[config.mk]
export PLATFORM = sky130hd
export DESIGN_NAME = noc_output_port
export DESIGN_NICKNAME = d
export VERILOG_FILES = /design/src/rtl/noc_pkg.sv /design/src/rtl/noc_rr_arbiter.sv /design/src/rtl/noc_output_port.sv
export SDC_FILE = /design/constraint.sdc
export NUM_CORES = 1
export LEC_CHECK = 0
export CAP_MARGIN = 10
export CORE_UTILIZATION = 50
export DETAILED_ROUTE_END_ITERATION = 16
export PLACE_DENSITY = 0.84
export SYNTH_ARGS = -nofsm -noshare
export SYNTH_HDL_FRONTEND = slang
export SYNTH_HIERARCHICAL = 1
export SYNTH_SLANG_ARGS = --single-unit
[constraint.sdc]
create_clock -name clk -period 16.1 [get_ports clk]
set_input_delay 3.22 -clock clk [delete_from_list [all_inputs] [get_ports clk]]
set_output_delay 3.22 -clock clk [all_outputs]
set_load 0.05 [all_outputs]
[src/rtl/noc_pkg.sv]
`default_nettype none
// ============================================================================
// Module   : noc_pkg
// Purpose  : Shared constants, state type and helpers for the mesh router.
// Revision : 1.0 - initial release
// ============================================================================
package noc_pkg;

    localparam int DIR_N = 0;
    localparam int DIR_S = 1;
    localparam int DIR_W = 2;
    localparam int DIR_E = 3;
    localparam int DIR_L = 4;

    localparam int NOC_DATA_W  = 16;
    localparam int NOC_CREDITS = 8;

    typedef enum logic [0:0] {
        IDLE   = 1'b0,
        LOCKED = 1'b1
    } port_state_t;

    // Successor of an input index, wrapping modulo the number of inputs.
    function automatic int wrap_inc(input int idx, input int n);
        return (idx + 1 >= n) ? 0 : idx + 1;
    endfunction

endpackage
`default_nettype wire

[src/rtl/noc_rr_arbiter.sv]
`default_nettype none
// ============================================================================
// Module   : noc_rr_arbiter
// Purpose  : Combinational round-robin pick: first requester at/after i_ptr.
// Revision : 1.0 - initial release
// ============================================================================
module noc_rr_arbiter
    import noc_pkg::*;
#(
    parameter int N     = 5,
    parameter int IDX_W = (N > 1) ? $clog2(N) : 1
) (
    input  logic [N-1:0]     i_req,
    input  logic [IDX_W-1:0] i_ptr,
    output logic [N-1:0]     o_grant,
    output logic [IDX_W-1:0] o_idx
);

    // Scan from the farthest offset down so the nearest requester wins last.
    always_comb begin
        o_grant = '0;
        o_idx   = '0;
        for (int k = N - 1; k >= 0; k--) begin
            if (i_req[(int'(i_ptr) + k) % N]) begin
                o_grant                         = '0;
                o_grant[(int'(i_ptr) + k) % N]  = 1'b1;
                o_idx                           = IDX_W'((int'(i_ptr) + k) % N);
            end
        end
    end

endmodule
`default_nettype wire

[src/rtl/noc_output_port.sv]
`default_nettype none
// ============================================================================
// Module   : noc_output_port
// Purpose  : Per-output router slice: wormhole RR arbitration, credits, output
//            register. Optional NOC_OUTPUT_PORT_STATS_EN adds flit/pkt counters.
// Revision : 1.0 - initial release
// ============================================================================
module noc_output_port
    import noc_pkg::*;
#(
    parameter int NUM_IN  = 5,
    parameter int DATA_W  = NOC_DATA_W,
    parameter int CREDITS = NOC_CREDITS
) (
    input  logic                      clk,
    input  logic                      reset,
    input  logic [NUM_IN-1:0]         req_i,
    input  logic [NUM_IN-1:0]         tail_i,
    input  logic [NUM_IN*DATA_W-1:0]  data_i,
    output logic [NUM_IN-1:0]         grant_o,
    input  logic                      credit_i,
    output logic [DATA_W-1:0]         data_o,
    output logic                      valid_o,
    output logic [$clog2(NUM_IN)-1:0] owner_o,
    output logic                      err_o
`ifdef NOC_OUTPUT_PORT_STATS_EN
    ,
    output logic [31:0]               flit_cnt_o,
    output logic [31:0]               pkt_cnt_o
`endif
);

    localparam int               c_idx_w = $clog2(NUM_IN);
    localparam int               CNT_W   = $clog2(CREDITS + 1);
    localparam logic [CNT_W-1:0] c_full  = CNT_W'(CREDITS);
    localparam logic [CNT_W-1:0] c_one   = CNT_W'(1);

    port_state_t        r_state, w_state_nxt;
    logic [c_idx_w-1:0] r_ptr, w_ptr_nxt;
    logic [c_idx_w-1:0] r_owner, w_owner_nxt;
    logic [c_idx_w-1:0] w_win, w_arb_idx;
    logic [NUM_IN-1:0]  w_arb_grant, w_grant;
    logic [CNT_W-1:0]   r_credits;
    logic [DATA_W-1:0]  r_data;
    logic               r_valid, r_err;
    logic               w_can_send, w_fire;

    noc_rr_arbiter #(
        .N     (NUM_IN),
        .IDX_W (c_idx_w)
    ) u_arb (
        .i_req   (req_i),
        .i_ptr   (r_ptr),
        .o_grant (w_arb_grant),
        .o_idx   (w_arb_idx)
    );

    // No credit bypass: only the registered count decides; reset blocks grants.
    assign w_can_send = (r_credits != '0) && !reset;
    assign w_fire     = |w_grant;

    always_comb begin
        w_state_nxt = r_state;
        w_ptr_nxt   = r_ptr;
        w_owner_nxt = r_owner;
        w_grant     = '0;
        w_win       = r_owner;
        case (r_state)
            IDLE: begin
                if (w_can_send && (|req_i)) begin
                    w_grant = w_arb_grant;
                    w_win   = w_arb_idx;
                    if (tail_i[w_arb_idx]) begin
                        w_ptr_nxt = c_idx_w'(wrap_inc(int'(w_arb_idx), NUM_IN));
                    end else begin
                        w_state_nxt = LOCKED;
                        w_owner_nxt = w_arb_idx;
                    end
                end
            end
            LOCKED: begin
                // A bubble from the owner keeps the lock indefinitely.
                if (w_can_send && req_i[r_owner]) begin
                    w_grant[r_owner] = 1'b1;
                    if (tail_i[r_owner]) begin
                        w_state_nxt = IDLE;
                        w_ptr_nxt   = c_idx_w'(wrap_inc(int'(r_owner), NUM_IN));
                    end
                end
            end
            default: w_state_nxt = IDLE;
        endcase
    end

    always_ff @(posedge clk) begin
        if (reset) begin
            r_state   <= IDLE;
            r_ptr     <= '0;
            r_owner   <= '0;
            r_credits <= c_full;
            r_data    <= '0;
            r_valid   <= 1'b0;
            r_err     <= 1'b0;
        end else begin
            r_state <= w_state_nxt;
            r_ptr   <= w_ptr_nxt;
            r_owner <= w_owner_nxt;
            r_valid <= w_fire;
            if (w_fire) begin
                r_data <= data_i[int'(w_win)*DATA_W +: DATA_W];
            end
            case ({w_fire, credit_i})
                2'b10:   r_credits <= r_credits - c_one;
                2'b01: begin
                    if (r_credits == c_full) begin
                        r_err <= 1'b1;
                    end else begin
                        r_credits <= r_credits + c_one;
                    end
                end
                default: ;
            endcase
        end
    end

    assign grant_o = w_grant;
    assign data_o  = r_data;
    assign valid_o = r_valid;
    assign owner_o = r_owner;
    assign err_o   = r_err;

`ifdef NOC_OUTPUT_PORT_STATS_EN
    logic [31:0] r_flit_cnt, r_pkt_cnt;

    always_ff @(posedge clk) begin
        if (reset) begin
            r_flit_cnt <= '0;
            r_pkt_cnt  <= '0;
        end else begin
            if (w_fire) begin
                r_flit_cnt <= r_flit_cnt + 32'd1;
            end
            if (|(w_grant & tail_i)) begin
                r_pkt_cnt <= r_pkt_cnt + 32'd1;
            end
        end
    end

    assign flit_cnt_o = r_flit_cnt;
    assign pkt_cnt_o  = r_pkt_cnt;
`endif

endmodule
`default_nettype wire

### Word level (Yosys, flattened, before mapping)

Index checks and enable logic that the tools add are counted.

| storage, ports and cells | value |
|---|---|
| flip-flop bits (word level) | 29 |
| latch bits | 0 |
| RAM bits | 0 |
| memory bits (read-only) | 0 |
| output and inout port bits | 26 |
| memories | 0 |

| operators by class | value |
|---|---|
| add/subtract/negate cells | 8 |
| multipliers | 0 |
| divide/modulo/power cells | 5 |
| magnitude comparators | 15 |
| eq/ne operators | 8 |
| shift operators | 1 |
| multiplexer cells | 62 |
| bitwise operators | 2 |
| reduce and logical (&&, ||, !) cells | 18 |

Operators with widths:

| cell | count |
|---|---|
| 32-bit by 1-bit >= comparator with 1-bit output, second input constant | 5 |
| 32-bit by 5-bit less-than comparator with 1-bit output, second input constant | 5 |
| 32-bit by 4-bit remainder unit with 32-bit output, second input constant | 4 |
| 80-bit by 8-bit indexed part select with 16-bit output | 1 |
| 3-bit two-way mux | 13 |
| 5-bit two-way mux | 7 |
| 4-bit by 4-bit remainder unit with 32-bit output, second input constant | 1 |
| 1-bit binary-select mux with 3-bit select | 8 |
| 1-bit two-way mux | 23 |
| 1-bit demux with 3-bit select | 6 |
| 3-bit by 1-bit adder with 4-bit output, second input constant | 3 |
| 5-bit one-hot mux with 2 select lines | 1 |
| 5-bit OR reduction | 2 |
| 1-bit logical AND | 9 |
| 3-bit by 2-bit adder with 4-bit output, second input constant | 2 |
| 4-bit by 3-bit >= comparator with 1-bit output, second input constant | 2 |
| 3-bit by 4-bit less-than comparator with 1-bit output, second input constant | 2 |
| 4-bit one-hot mux with 2 select lines | 1 |
| 2-bit != test, second input constant | 3 |
| 3-bit one-hot mux with 2 select lines | 1 |
| 3-bit by 3-bit adder with 4-bit output, second input constant | 1 |
| 4-bit by 1-bit adder with 4-bit output, second input constant | 1 |
| 4-bit == test, second input constant | 1 |
| 4-bit two-way mux | 1 |
| other kinds (13) | 16 |

### Longest topological paths before layout

Gate-level depths: netlist of the first run.

| logic depth | value |
|---|---|
| word-level depth | 17 |
| gate-level depth with buffers | 28 |
| mapped depth without buffers | 26 |

### Hierarchy

The synthesis of the first run kept the hierarchy.

Modules (own cells, without submodules):

| module | times used | cells an instance | area an instance (µm²) |
|---|---|---|---|
| noc_rr_arbiter | 1 | 361 | 2474.9 |
| noc_output_port | 1 | 294 | 2403.6 |

### Worst setup path before layout of the first run

Ideal clock, no wire load.

| timing | value |
|---|---|
| kind | input port to output port |
| from | in req_i[3] |
| to | out grant_o[0] |
| arrival time | 5.476 ns |
| path slack | 7.404 ns |
| stages on the path | 10 |
| cells stage by stage | inv_1 a2111oi_0 a211o_1 o2111ai_2 a2111oi_1 mux2i_1 nor2_1 o22a_1 nand2_1 a21oi_1 |

| between the ends | value |
|---|---|
| word-level cells in the longest chain between the ends | 10 |
| elaborated cells on any way between the ends | 28 |

Ends and longest elaborated chain:

| item | line | text |
|---|---|---|
| from (decl) | noc_output_port.sv:17 | `input logic [NUM_IN-1:0] req_i,` |
| 1-bit binary-select mux with 3-bit select | noc_rr_arbiter.sv:24 | `if (i_req[(int'(i_ptr) + k) % N]) begin` |
| 1-bit two-way mux (implied by the code) (2 in a row) | noc_rr_arbiter.sv:24 |  |
| 5-bit two-way mux (4 in a row) | noc_rr_arbiter.sv:24 |  |
| 5-bit two-way mux * | noc_rr_arbiter.sv:24 |  |
| named net w_arb_grant[0] | noc_output_port.sv:42 | `logic [NUM_IN-1:0] w_arb_grant, w_grant;` |
| 5-bit two-way mux * | noc_output_port.sv:70 | `if (w_can_send && (\|req_i)) begin` |
| 5-bit one-hot mux with 2 select lines * | noc_output_port.sv:68 | `case (r_state)` |
| to (decl) | noc_output_port.sv:20 | `output logic [NUM_IN-1:0] grant_o,` |

Mark *: on every way through the listed nets, which the timed path passes. The rest lies on a longest branch. The select of a mux whose other input is x is not followed.

### Worst setup path after layout of the first run

Same ends and word-level chain as after synthesis.

==> results.md, run 1 <==
* Die Area at 0.0102 mm2
* Largest net degree at the start of global routing at 40
* Fraction of registers with async set/reset at 0
* Starting DRT DRC Count at roughly 500
* Prevailing post-synth register cell: dfxtp_1
* Cells after synthesis at 655
* Worst Reg-to-Reg Cells at 23
* Crit path to: grant_o[0]
* Chip Width at between 100 and 150 um
* Clock transition at path regs at about 80 ps
* Final #Nets at 861
* #FFs+latches synth at 29
* Syn. warnings at 6
* First-pass GRT wire length at ~26,000 um
* Syn Std Cell Area at slightly below 0.005 mm2
* Worst Tran Pin Value at approximately 1100 ps
* Syn Nets at 778
* Post-cts hold buffer count at 0
* DR vias at 5,665
* Post-CTS setup repair buffer count at 0
* Rel. slew slack at 0.274
* Share of cells above drive strength 1 at 0.0907
* Post-synth top area share at 0.119
* Critical-path cell list: clkdlybuf4s50_1 > inv_1 > a2111oi_0 > a211o_1 > o2111ai_2 > a2111oi_1 > mux2i_1 > nor2_1 > o22a_1 > nand2_1 > a21oi_1 > clkdlybuf4s50_1
* CP Launch Point: req_i[3]
* Worst R2R End: r_credits[3]
* Synth unique cells at 101
* Final setup viols at 0
* Wire per inst at 18.8 um
* Number of global-route vias before repair at 5,509
* DRT Pass-1 Iters at 8
* PwrDens at around 180 mW/mm2
* Clock buffer depth at 2
* GRT Total Usage at 0.318
* Initial antenna violation count at 0
* Worst clock skew at 10.7 ps
* CP max-delay cell: clkdlybuf4s50_1
* Final min period at just over 10,000 ps
* Pre-CTS setup slack at 6080 ps
* Most frequent cell after synthesis: nor2_1
* Yosys top cell by area: dfxtp_1
* Clock Latency Late Sink at 290 ps
* Most frequent CP cell: clkdlybuf4s50_1
* Outcome: completed
* WP data required at 12,880 ps
* Cell row count at 35
* Post-synth EDFFs at 0
* H-tree depth at 2
* Fmax at 0.0994 GHz
* Worst path max stage delay at 830 ps
* Worst-path fanout max at 10
* Placer Congestion at 0.935
* CTS tree: done
* Fin util at 0.653
* Final period util at 0.625
* Final hold viol count at 0
* Core area at roughly 0.0093 mm2
* Max rail drop VDD at 0.0837 mV
* Fin Hold WS at 503 ps
* Worst Slack Setup Final at 6040 ps
* ANT cells at 0
* HPWL after detailed placement at 12,200 um
* Root Buffer: clkbuf_8
* TritonCTS Buffers at 5
* Hold/Removal Path Class: reg2reg
* Clock Sinks at 29
* Post-synthesis sequential area ratio at 0.119
* CP endpoint kind: output pin
* Final wirelength at 16,300 um
* Number of I/O pins at 119
* # resized after CTS at 0
* CP startpoint kind: input pin
* LEAKAGE at 2.28 nW
* FF-to-FF Start: r_ptr[1]
* Max-slew violations at 0
* Mapped Avg Cell Area at between 7 and 8 um2
* Via density at 6.53
* RSZ-0062 raised after global routing: no
* CP Data Arrival Time at 6840 ps
* Setup TNS at 0 ps
* Initial Utilization at 0.523
* Grt total ovfl at 0
* Top post-synthesis cells by area: dfxtp_1, ha_1, nor2_1
* I/O Buffers at 118
* CP Class: in2out
* Max_cap viols at 0
* R2r setup slk at 9030 ps
* Area Overhead vs Synth at 24.8%
* Die Y-Extent at around 100 um
* Synth cell count leaders: nor2_1, nand2_1, o21ai_0
* ANT nets after route at 0
* DRC errors left at 0
## cell usage in the layout (no fill, tap or decap), drive strengths merged, types with 8 or more instances in the layout
cell type and count:
a21boi 18, nand2b 9, mux2 8, dfxtp 29
xnor2 11, nor2 63, o21ai 55, a222oi 16
mux2i 16, nand2 49, inv 31, and3 24
ha 29, nor3 20, a311oi 16, a21oi 36
nor4 8, clkdlybuf4s50 118, nor2b 10, a31oi 11
nand3 21
## area by class of cell
type	count	area [um2]
tap	129	161
clock inverter	1	30.0
fill	830	3240
clock buffer	7	86.3
timing repair buffer	124	1230
multi-input combinational	546	3880
inverter	32	120
sequential	29	581
## kinds of logic (layout without fill, tap and decap cells)
group                      after synthesis  after routing  share of synthesized area
xor gates and xnor gates                14             14                     0.0251
AOI/OAI and AO/OA                      239            239                      0.378
and+or+nand+nor                        237            237                      0.254
DFF                                     29             29                      0.119
buffers and inverters                   80            164                     0.0849
muxes                                   25             25                     0.0590
adders and majority gates               31             31                     0.0805
## worst max-delay path: cells and delay by family
kind                   cells  cell delay [ps]
AND/OR/NAND/NOR            2              210
AO/OA/AOI/OAI              6             1530
buffers and inverters      3             1710
multiplexers               1              170
## stage by stage
stage / instance area (um2) / total power, mW / std cells
6_report: 6090 / 1.09 / 868
5_1_grt: 6090 / 1.17 / 868
4_1_cts: 6090 / 1.08 / 868
3_5_place_dp: 5970 / 0.991 / 860
3_3_place_gp: 5970 / 0.977 / 860
2_1_floorplan: 4880 / 0.811 / 655
## worst min-delay path by stage
stage	startpoint	endpoint	cells after the start
floorplan	r_ptr[2]	r_ptr[2]	2
global placement	err_o	err_o	1
detailed placement	err_o	err_o	1
CTS	err_o	err_o	1
global route	err_o	err_o	1
finish	err_o	err_o	1
## metal layers
layer	up-vias	part of all wire	GRT usage
met5	-	0	0
met4	0	0.027	0.122
li1	2668	-	-
met3	33	0.081	0.0506
met2	324	0.50	0.572
met1	2640	0.39	0.377
## where the power goes
group          leakage (nW)  switching [mW]  internal, mW  total [mW]
Sequential            0.239          0.0320        0.0957       0.128
Clock                0.0585          0.0302        0.0504      0.0806
Combinational          1.99           0.553         0.333       0.885
Total                  2.28           0.615         0.479        1.09
## state kept, by name, indices dropped and copies added (netlist names)
signal / cells
data_o: 16
err_o: 1
owner_o: 3
r_credits: 4
r_ptr: 3
r_state: 1
valid_o: 1
Power figures use the tool's default switching activity.
==> inputs of run 2 (changes only) <==
==> constraint.sdc (replaced) <==
create_clock -name clk -period 9.6 [get_ports clk]
set_input_delay 1.92 -clock clk [delete_from_list [all_inputs] [get_ports clk]]
set_output_delay 1.92 -clock clk [all_outputs]
set_load 0.05 [all_outputs]
==> results.md, run 2 (synthesized netlist as in run 1, its figures left out) <==
* Outcome: completed
* Final period util at 0.843
* First-pass GRT wire length at 24,700 um (-5.0%)
* CP Class: reg2out
* RSZ-0062 raised after global routing: no
* Die Y-Extent at 101 um (unchanged)
* Max-slew violations at 0 (unchanged)
* CP startpoint kind: flop
* Chip Width at 101 um (unchanged)
* Multi-input gate area at 0.00388 mm2 (unchanged)
* Fmax at 0.124 GHz
* PwrDens at 297 mW/mm2 (+65%)
* Post-CTS setup repair buffer count at 0 (unchanged)
* Final std cells w/o fill at 866 (-0.23%)
* Storage element area at 581 um2 (unchanged)
* Starting DRT DRC Count at 487 (-1.0%)
* Root Buffer: clkbuf_8
* Clock Latency Late Sink at 290 ps (about the same)
* Number of global-route vias before repair at 5,259 (-4.5%)
* WL met2 at 7690 um (-5.7%)
* Hold/Removal Path Class: reg2reg
* Largest net degree at the start of global routing at 40 (unchanged)
* DRT Pass-1 Iters at 5 (-3)
* LEAKAGE at 2.27 nW (-0.46%)
* Most common cell after layout, fill and taps aside: clkdlybuf4s50_1
* Sw Ratio at 0.558 (-0.00424)
* TritonCTS Buffers at 5 (unchanged)
* H-tree depth at 2 (unchanged)
* Fillers at 804 (-3.1%)
* Max_cap viols at 0 (unchanged)
* Share of cells above drive strength 1 at 0.0882 (-0.00247)
* Worst-path fanout max at 26 (+16)
* Number of I/O pins at 119 (unchanged)
* Sw Pwr at 1.01 mW (+64%)
* Clock transition at path regs at 70 ps (about the same)
* Final wirelength at 15,400 um (-5.6%)
* ANT cells at 0 (unchanged)
* Met3 WL at 1240 um (-6.1%)
* Via density at 6.54 (+0.23%)
* Placer Congestion at 1.02 (+9.5%)
* I/O Buffers at 118 (unchanged)
* Wl on met1 at 5900 um (-7.6%)
* Pre-CTS setup slack at 1990 ps (-4090 ps)
* DRC errors left at 0 (unchanged)
* Setup TNS at 0 ps (unchanged)
* Post-cts hold buffer count at 0 (unchanged)
* CTS tree: done
* Final hold viol count at 0 (unchanged)
* CP endpoint kind: output pin
* Die Area at 0.0102 mm2 (unchanged)
* Combinational share of power at 0.807 (-0.003)
* Total power at 1.80 mW (+65%)
* ANT nets after route at 0 (unchanged)
* Wire per inst at 17.8 um (-5.4%)
* Critical-path cell list: inv_1 > ha_1 > nor2b_1 > inv_1 > ha_1 > o21ai_0 > and3_1 > nand2_1 > mux2i_1 > o211ai_2 > and4_1 > a221oi_1 > o31ai_1 > nand2_1 > a21oi_1 > clkdlybuf4s50_1
* Worst path max stage delay at 900 ps (+70 ps)
* Pint at 0.798 mW (+67%)
* Rel. slew slack at 0.304 (+0.0305)
* Top Metal Used: met4
* Max rail drop VDD at 0.138 mV (+65%)
* CP max-delay cell: ha_1
* Most frequent cells in the layout: clkdlybuf4s50_1, nor2_1, nand2_1
* Final min period at approximately 8100 ps
* Buf/Inv on CP at 3 (unchanged)
* WP data required at 7680 ps (-5200 ps)
* Cell row count at 35 (unchanged)
* Largest delay share family, worst path: compound AO/OA/AOI/OAI gates
* Clock power frac at 0.075 (about the same)
* Initial Utilization at 0.523 (unchanged)
* Core area at 0.00933 mm2 (unchanged)
* Clock buffer depth at 2 (unchanged)
* Initial antenna violation count at 0 (unchanged)
* Worst Slack Setup Final at 1510 ps (-4530 ps)
* Grt total ovfl at 0 (unchanged)
* Final setup viols at 0 (unchanged)
* HPWL after detailed placement at 11,800 um (-3.6%)
* GRT Total Usage at 0.302 (-0.0162)
* Largest register FFs at 16 (unchanged)
* Final #Nets at 859 (-0.23%)
* Clock Sinks at 29 (unchanged)
* Worst clock skew at 12.5 ps (+1.81 ps)
* # resized after CTS at 0 (unchanged)
* CP Data Arrival Time at 6170 ps (-670 ps)
* Sequential fraction of design power at 0.118 (about the same)
* Worst Tran Pin Value at 1040 ps (-45.7 ps)
* Area Overhead vs Synth at 24.5%
* DR vias at 5,665 (unchanged)
* Placed Cells at 858 (-0.23%)
[run 2: per-layer routing]
metal,vias up,global-route usage
met5,-,0
met4,0,0.140
met3,50,0.0527
met2,317,0.538
met1,2638,0.350
li1,2660,-
[run 2: worst reg2reg max path, cell delays in order (launching register included)]
cell      delay, ps
dfxtp_1         690
inv_1           300
ha_1            900
nor2b_1         370
inv_1           110
ha_1            360
o21ai_0         270
and3_1          290
nand2_1         190
mux2i_1         170
o211ai_2        470
and3_1          250
o22ai_1         110
o221ai_1        820
nand3_2         700
and3_1          420
o21ai_0         230
a311oi_1        130
[run 2: area by class of cell]
type | count | area share
clock inverter | 1 | 0.00494
sequential | 29 | 0.0956
inverter | 32 | 0.0198
tap | 129 | 0.0266
clock buffer | 7 | 0.0142
multi-input combinational | 546 | 0.639
timing repair buffer | 122 | 0.199
[run 2: power groups by stage]
stage                     clock network [mW]  registers, mW  logic, mW
final                                  0.135          0.213       1.46
after floorplan                            0          0.289       1.07
after global routing                   0.141          0.221       1.58
after detailed placement                   0          0.215       1.43
after CTS                              0.136          0.212       1.43
after global placement                     0          0.211       1.40
[run 2: per-stage QoR]
stage | instance area (um2) | utilization | hold slack, ps
global placement | 5960 | 0.639 | 467
floorplan | 4880 | - | 512
CTS | 6070 | 0.651 | 502
global route | 6070 | 0.651 | 516
detailed placement | 5960 | 0.639 | 477
finish | 6070 | 0.651 | 497
[run 2: path summary, 6_finish.rpt]
kind | start | end | slack, ps | cells past startpoint
setup / recovery | r_ptr[1] | grant_o[4] | 1510 | 16
hold / removal | data_o[5] | data_o[5] | 500 | 2
setup reg to reg | r_ptr[1] | data_o[0] | 2670 | 17
hold reg to reg | data_o[5] | data_o[5] | 500 | 2
==> inputs of run 3 (changes only) <==
==> constraint.sdc (replaced) <==
create_clock -name clk -period 8.1 [get_ports clk]
set_input_delay 1.62 -clock clk [delete_from_list [all_inputs] [get_ports clk]]
set_output_delay 1.62 -clock clk [all_outputs]
set_load 0.05 [all_outputs]
==> results.md, run 3 (synthesized netlist as in run 1, its figures left out) <==
* Worst Tran Pin Value at 1090 ps (+45.9 ps)
* Clock Sinks at 29 (unchanged)
* Critical-path cell list: inv_1 > ha_1 > inv_1 > ha_1 > nor2b_1 > inv_1 > ha_1 > or3_1 > o2111ai_1 > o21ai_1 > o22a_1 > o211ai_2 > and4_1 > a221oi_1 > o31ai_1 > nand2_1 > a21oi_1 > clkdlybuf4s50_1
* Clock buffer depth at 2 (unchanged)
* LEAKAGE at 2.28 nW (+0.47%)
* ANT nets after route at 0 (unchanged)
* Worst-path fanout max at 16 (-38%)
* Worst Slack Setup Final at 620 ps (-890 ps)
* Placer Congestion at 0.947 (-7.5%)
* Most frequent cells in the layout: clkdlybuf4s50_1, nor2_1, nand2_1
* Clock Latency Late Sink at 280 ps (about the same)
* # resized after CTS at 0 (unchanged)
* Cell row count at 35 (unchanged)
* Outcome: completed
* Root Buffer: clkbuf_8
* Max rail drop VDD at 0.141 mV (+1.9%)
* WL met2 at 7620 um (-0.96%)
* Grt total ovfl at 0 (unchanged)
* R2r setup slk at 1330 ps (-1340 ps)
* Area Overhead vs Synth at 24.8%
* Fin Hold WS at 497 ps (-0.368 ps)
* Post-CTS setup repair buffer count at 0 (unchanged)
* Multi-input gate area at 0.00388 mm2 (unchanged)
* Initial Utilization at 0.523 (unchanged)
* Final wirelength at 15,800 um (+2.8%)
* Fmax at 0.134 GHz
* Largest net degree at the start of global routing at 40 (unchanged)
* Most common cell after layout, fill and taps aside: clkdlybuf4s50_1
* Final setup viols at 0 (unchanged)
* Area of placed instances at 0.00597 mm2 (+0.25%)
* Initial antenna violation count at 0 (unchanged)
* CP max-delay cell: clkdlybuf4s50_1
* Core area at 0.00933 mm2 (unchanged)
* I/O Buffers at 118 (unchanged)
* Chip Width at 101 um (unchanged)
* Fillers at 834 (+3.7%)
* Largest register FFs at 16 (unchanged)
* CTS tree: done
* CP Class: reg2out
* Final period util at 0.923
* PwrDens at 355 mW/mm2 (+19%)
* WP data required at 6480 ps (-1200 ps)
* Final #Nets at 861 (+0.23%)
* Max_cap viols at 0 (unchanged)
* Buf/Inv on CP at 4 (+1)
* Post-cts hold buffer count at 0 (unchanged)
* Clock transition at path regs at 60 ps (about the same)
* Number of global-route vias before repair at 5,161 (-1.9%)
* ANT cells at 0 (unchanged)
* Setup TNS at 0 ps (unchanged)
* Final Cell Area at 0.00609 mm2 (+0.25%)
* Starting DRT DRC Count at 340 (-30%)
* DR vias at 5,575 (-1.6%)
* Number of I/O pins at 119 (unchanged)
* Worst path max stage delay at 830 ps (-70 ps)
* Max-slew violations at 0 (unchanged)
* H-tree depth at 2 (unchanged)
* HPWL after detailed placement at 12,200 um (+3.4%)
* CP startpoint kind: flop
* Die Area at 0.0102 mm2 (unchanged)
* CP Data Arrival Time at 5860 ps (-310 ps)
* Via density at 6.42 (-1.8%)
* First-pass GRT wire length at 24,800 um (+0.53%)
* Hold/Removal Path Class: reg2reg
* Wl on met1 at 6580 um (+12%)
* Top Metal Used: met4
* Largest delay share family, worst path: compound AO/OA/AOI/OAI gates
* Pre-CTS setup slack at 994 ps (-998 ps)
* Storage element area at 581 um2 (unchanged)
* DRC errors left at 0 (unchanged)
* Final hold viol count at 0 (unchanged)
* Wire per inst at 18.2 um (+2.5%)
* Total power at 2.16 mW (+20%)
* Met3 WL at 1170 um (-5.8%)
* TritonCTS Buffers at 5 (unchanged)
* Die Y-Extent at 101 um (unchanged)
* RSZ-0062 raised after global routing: no
* Worst clock skew at 9.28 ps (-3.23 ps)
* GRT Total Usage at 0.304 (+0.00254)
* Rel. slew slack at 0.274 (-0.0306)
* Share of cells above drive strength 1 at 0.0907 (+0.00247)
* Final min period at 7480 ps
* CP endpoint kind: output pin
* DRT Pass-1 Iters at 8 (+3)
## run 3: final timing paths
path,startpoint,endpoint,depth (start not counted)
setup / recovery,r_ptr[1],grant_o[4],18
hold / removal,data_o[4],data_o[4],2
setup reg to reg,r_ptr[1],data_o[0],19
hold reg to reg,data_o[4],data_o[4],2
## run 3: cell type report
| type | instances | area share |
|---|---|---|
| clock inverter | 1 | 0.00493 |
| sequential | 29 | 0.0954 |
| clock buffer | 7 | 0.0142 |
| multi-input combinational | 546 | 0.638 |
| timing repair buffer | 124 | 0.201 |
| inverter | 32 | 0.0197 |
| tap | 129 | 0.0265 |
## run 3: per-stage QoR
stage	cells	utilization
2_1_floorplan	655	-
3_3_place_gp	860	0.640
3_5_place_dp	860	0.640
4_1_cts	868	0.653
5_1_grt	868	0.653
6_report	868	0.653
## run 3: metal layers
| layer | track usage | vias up |
|---|---|---|
| met5 | 0 | - |
| met4 | 0.104 | 0 |
| met3 | 0.0423 | 32 |
| met2 | 0.538 | 282 |
| met1 | 0.378 | 2588 |
| li1 | - | 2673 |
## run 3: tightest hold or removal path: stages, from the launching register on
cell and delay, ps:
dfxtp_1 310, nor2_1 90, a311oi_1 50
## run 3: where the power goes
group / internal, mW / switching, mW / leakage [nW]
registers: 0.190 / 0.0615 / 0.239
logic: 0.657 / 1.09 / 1.99
clock network: 0.100 / 0.0571 / 0.0585
